$ cat config.mk
export PLATFORM = sky130hd
export DESIGN_NAME = icache
export DESIGN_NICKNAME = d
export VERILOG_FILES = /design/src/rtl/icache.sv
export SDC_FILE = /design/constraint.sdc
export NUM_CORES = 2
export LEC_CHECK = 0
export BUFFER_PORTS_ARGS = -buffer_cell sky130_fd_sc_hd__buf_2
export CAP_MARGIN = 20
export CELL_PAD_IN_SITES_DETAIL_PLACEMENT = 1
export CELL_PAD_IN_SITES_GLOBAL_PLACEMENT = 1
export CORE_ASPECT_RATIO = 0.8
export CORE_UTILIZATION = 45
export DETAILED_ROUTE_END_ITERATION = 16
export PLACE_DENSITY_LB_ADDON = 0.15
export SYNTH_ARGS = -nofsm -noshare
export SYNTH_HDL_FRONTEND = slang
export SYNTH_SLANG_ARGS = --single-unit
export TNS_END_PERCENT = 5
$ cat constraint.sdc
create_clock -name i_clk -period 18.2 [get_ports i_clk]
set_input_delay 0.91 -clock i_clk [delete_from_list [all_inputs] [get_ports i_clk]]
set_output_delay 0.91 -clock i_clk [all_outputs]
set_load 0.01 [all_outputs]
$ cat src/rtl/icache.sv
// Direct-mapped read-only instruction cache.
// Single-cycle hits, word-by-word line refill from a backing memory port.
module icache #(
    parameter int RW         = 16,
    parameter int I_SIZE     = 32,
    parameter int LINE_WORDS = 4,
    parameter int LINES      = 16
) (
    input  logic              i_clk,
    input  logic              i_rst_n,
    input  logic [RW-1:0]     i_req_addr,
    input  logic              i_req_submit,
    output logic              o_req_ack,
    output logic [I_SIZE-1:0] o_req_data,
    output logic              o_mem_req,
    output logic [RW-1:0]     o_mem_addr,
    input  logic              i_mem_ack,
    input  logic [I_SIZE-1:0] i_mem_data,
    input  logic              i_invalidate,
    output logic              o_dbg_miss
);

    localparam int OFF = $clog2(LINE_WORDS);
    localparam int IDX = $clog2(LINES);
    localparam int TAG = RW - IDX - OFF;

    typedef enum logic [1:0] {IDLE, LOOKUP, REFILL} state_t;

    state_t state, state_nxt;

    logic [RW-1:0]     addr;
    logic [OFF-1:0]    beat;
    logic              stale;
    logic [LINES-1:0]  valid;
    logic [TAG-1:0]    tags [LINES];
    logic [I_SIZE-1:0] data [LINES*LINE_WORDS];

    logic [TAG-1:0] a_tag;
    logic [IDX-1:0] a_idx;
    logic [OFF-1:0] a_off;
    logic           hit;
    logic           last;
    logic           accept;
    logic           fill;

    assign a_tag = addr[RW-1:OFF+IDX];
    assign a_idx = addr[OFF+IDX-1:OFF];
    assign a_off = addr[OFF-1:0];
    assign hit   = valid[a_idx] && (tags[a_idx] == a_tag) && !i_invalidate;
    assign last  = (beat == OFF'(LINE_WORDS-1));
    assign fill  = (state == REFILL) && i_mem_ack;

    always_comb begin
        state_nxt  = state;
        o_req_ack  = 1'b0;
        o_req_data = '0;
        o_mem_req  = 1'b0;
        o_dbg_miss = 1'b0;
        accept     = 1'b0;
        unique case (state)
            IDLE: begin
                if (i_req_submit) begin
                    accept    = 1'b1;
                    state_nxt = LOOKUP;
                end
            end
            LOOKUP: begin
                if (hit) begin
                    o_req_ack  = 1'b1;
                    o_req_data = data[{a_idx, a_off}];
                    accept     = i_req_submit;
                    state_nxt  = i_req_submit ? LOOKUP : IDLE;
                end else begin
                    o_dbg_miss = 1'b1;
                    state_nxt  = REFILL;
                end
            end
            REFILL: begin
                o_mem_req = 1'b1;
                if (i_mem_ack && last)
                    state_nxt = LOOKUP;
            end
            default: state_nxt = IDLE;
        endcase
    end

    always_ff @(posedge i_clk or negedge i_rst_n) begin
        if (!i_rst_n) begin
            state      <= IDLE;
            addr       <= '0;
            beat       <= '0;
            stale      <= 1'b0;
            valid      <= '0;
            o_mem_addr <= '0;
        end else begin
            state <= state_nxt;
            if (accept)
                addr <= i_req_addr;
            if (o_dbg_miss) begin
                o_mem_addr <= {a_tag, a_idx, {OFF{1'b0}}};
                beat       <= '0;
                stale      <= 1'b0;
            end
            // beat wraps inside the line so the address never leaves it
            if (fill) begin
                beat       <= beat + 1'b1;
                o_mem_addr <= {o_mem_addr[RW-1:OFF], beat + 1'b1};
            end
            if (state == REFILL && i_invalidate)
                stale <= 1'b1;
            if (i_invalidate)
                valid <= '0;
            else if (fill && last && !stale)
                valid[a_idx] <= 1'b1;
        end
    end

    always_ff @(posedge i_clk) begin
        if (fill) begin
            data[{a_idx, beat}] <= i_mem_data;
            if (last)
                tags[a_idx] <= a_tag;
        end
    end

endmodule

==> metrics.md <==
| Metric | Value |
|---|---|
| Nets | between 4000 and 5000 |
| Final Hold Viols | 0 |
| TritonCTS buffer count | between 200 and 250 |
| GRT overflow | 0 |
| Final antenna-violating net count | 0 |
| GRT Resource Usage Total | 0.273 |
| Core ar. | about 190000 µm² |
| Final slew viol count | 0 |
| Actual transition at the worst max-transition pin | between 1 and 1.5 ns |
| Skew-Pair Late Insertion Delay | approximately 0.86 ns |
| Final Util | 0.517 |
| Die width | between 400 and 500 µm |
| Worst min path class | input pin to async pin |
| Wirelength per Cell | about 39 µm |
| Post-synth top area cell | edfxtp_1 |
| Clock skew | 0.0353 ns |
| Routed vias/inst | roughly 6.3 |
| Chip height | around 400 µm |
| Clock Tree Buf Depth | 3 |
| Initial antenna violation count | 16 |
| Outcome | completed |
| DRC violations left | 0 |
| Root buffer cell | clkbuf_16 |
| Synth Net Count | 3882 |
| DR vias | roughly 43000 |
| Max cap viols | 0 |
| R2r setup slk | between 10 and 15 ns |
| Synthesized flop and latch total | around 2300 |
| Num rows | 143 |
| Post-synthesis sequential area ratio | 0.780 |
| CTS tree | done |
| RSZ-0062 raised after global routing | no |
| Fin cells | approximately 6800 |
| Power Density | approximately 150 nW/µm² |
| Critical path type | flip-flop to primary output |
| Fmax | 130 MHz |
| Io pins | ~100 |
| Fin crit share | 0.423 |
| Drt total wl | 264000 µm |
| Largest net degree at the start of global routing | between 90 and 100 |
| Cell area after layout | slightly below 100000 µm² |
| Starting Density | 0.455 |
| Syn Std Cell Area | around 87000 µm² |
| Worst-path clk slew | 0.06 ns |
| Layout cells sized above 1 | 0.306 |
| H-tree depth | 4 |
| CP Max Fanout | 42 |
| CP startpoint kind | flip-flop |
| Cells after Synth | approximately 3800 |
| Top cells by area, synth | edfxtp_1 (76%), mux4_2 (15%), dfrtp_1 (1.5%) |
| Pre-antenna DRT Iters | 5 |
| Vias in the first global route | approximately 44000 |
| Slew headroom | 0.182 |
| Mean Syn Cell Area | between 20 and 25 µm² |
| Synth-to-Final Area Change | 13.6% |
| Predominant post-synthesis flop cell | edfxtp_1 |
| Synth cell types | 64 |
| Placed Instances | 6408 |
| Crit path time final | between 7 and 8 ns |
| P_leak | slightly above 0.03 µW |
| Die area | between 150000 and 200000 µm² |
| CTS Hold Bufs | 0 |
| Sequential Power Share | 0.414 |
| FILL cells | 16500 |
| Routability congestion estimate from global placement | around 0.81 |
| Clock Sinks | 2259 |
| Most instantiated cells after synthesis | edfxtp_1 (2208), mux4_2 (584), nor2_1 (162) |
| Number of synthesis warnings | 0 |
| Total internal power | 10000 µW |
| EDFF count, synth | ~2200 |
| DP HPWL | around 150000 µm |
| Worst Path Arrival | slightly below 7 ns |
| Port bufs | 103 |
| Net Sw Frac | 0.315 |
| DP Area | 91200 µm² |
| Post-CTS resize count | 0 |
| Clock group share of total power | 0.305 |
| Share of the synthesized area in the top cell type | 0.765 |
| CP endpoint kind | primary output |
| CP Data Required Time | 17.29 ns |
| DRT iter0 DRCs | 5734 |
| Peak supply drop | around 0.13 mV |
| Most common cell in the synthesized netlist | edfxtp_1 |
| First-pass GRT wire length | 363000 µm |
| Setup TNS | 0 ns |
| Combinational Power Share | 0.281 |
| Sw Pwr | between 4000 and 5000 µW |
| Async SR Flop Fraction | 0.0226 |
| Setup violations, final | 0 |
| Setup bufs post-CTS | 0 |
-- area by class of cell --
type,instances,area [µm²],share of cell area
Sequential cell,2259,67600,0.687
Clock buffer,263,5680,0.0576
Clock inverter,140,1220,0.0124
Inverter,7,33.8,0.000343
Tap cell,2537,3170,0.0322
Timing Repair Buffer,281,2110,0.0214
Multi-Input combinational cell,1341,18600,0.189
Antenna cell,6,15.0,0.000152
-- cells by family after synthesis --
| logic type | count (synthesis) | synth area share |
|---|---|---|
| muxes | 734 | 0.170 |
| xor gates and xnor gates | 15 | 0.00152 |
| and+or+nand+nor | 336 | 0.0173 |
| AOI/OAI and AO/OA | 255 | 0.0198 |
| adders and majority gates | 1 | 0.000144 |
| DFF | 2259 | 0.780 |
| buffers and inverters | 228 | 0.0115 |
-- layout by cell type, fill, tap and decap left out, types with 19 or more instances in the layout --
cell type | synthesis | final
edfxtp_1 | 2208 | 2208
mux4_2 | 584 | 584
clkbuf_16 | 0 | 219
buf_4 | 6 | 155
buf_2 | 81 | 103
nor2_1 | 162 | 99
mux2i_1 | 79 | 79
o22ai_1 | 79 | 79
nand2_1 | 73 | 72
clkinv_1 | 0 | 65
nor2_4 | 0 | 62
mux2_2 | 51 | 51
dfrtp_1 | 51 | 45
clkbuf_1 | 107 | 41
o21ai_0 | 40 | 40
a21oi_1 | 36 | 36
clkinv_2 | 0 | 36
a211oi_1 | 24 | 24
nor3_1 | 26 | 22
mux2_1 | 20 | 20
buf_12 | 0 | 19
-- power by group through the flow --
stage | sequential (µW) | clock [µW] | combinational, µW
after floorplan | 6040 | 0 | 2650
after global placement | 6170 | 0 | 4100
after detailed placement | 6180 | 0 | 4120
after CTS | 6070 | 4520 | 4140
after global routing | 6080 | 4700 | 4290
final | 6060 | 4450 | 4110
-- worst paths after layout --
path,from,end,cells past startpoint
worst min-delay path,i_rst_n,addr[1]$_DFFE_PN0P_,2
max in group asynchronous,i_rst_n,addr[3]$_DFFE_PN0P_,2
worst min register to register,o_mem_addr[9]$_DFFE_PN0P_,o_mem_addr[9]$_DFFE_PN0P_,1
worst max-delay path,addr[3]$_DFFE_PN0P_,o_req_data[4],12
min in group i_clk,i_req_addr[12],addr[12]$_DFFE_PN0P_,2
worst max register to register,addr[3]$_DFFE_PN0P_,data[22][12]$_DFFE_PP_,7
-- state kept, by name (all words and copies together), names as in the netlist --
signal / flops
addr: 16
beat: 2
data: 2048
o_mem_addr: 14
stale: 1
state: 2
tags: 160
valid: 16
-- metal layers --
metal,routed length (µm),GRT usage,up-vias,part of all wire
met5,26,0,-,0.000099
met4,7050,0.0696,4,0.027
li1,-,-,16800,-
met1,113000,0.407,24100,0.43
met2,122000,0.418,2028,0.46
met3,21500,0.0495,337,0.081
-- critical path, cell delays in order (launching register included) --
cell,delay [ns]
dfrtp_4,0.60
buf_4,0.61
buf_4,0.75
mux4_2,0.59
mux2i_1,0.19
xor2_1,0.20
nand2_1,0.10
nor4_1,0.35
o21a_1,0.33
nand3_4,0.53
buf_4,0.55
nor3_1,0.80
buf_2,0.27
-- through the flow --
stage / power, µW / setup slack [ns] / hold WS [ns]
2_1_floorplan: 8690 / 12.41 / 0.457
3_3_place_gp: 10300 / 11.40 / 0.468
3_5_place_dp: 10300 / 11.43 / 0.479
4_1_cts: 14700 / 10.48 / 0.186
5_1_grt: 15100 / 10.38 / 0.237
6_report: 14600 / 10.50 / 0.230
No activity file was read; power rests on OpenSTA's default activity.
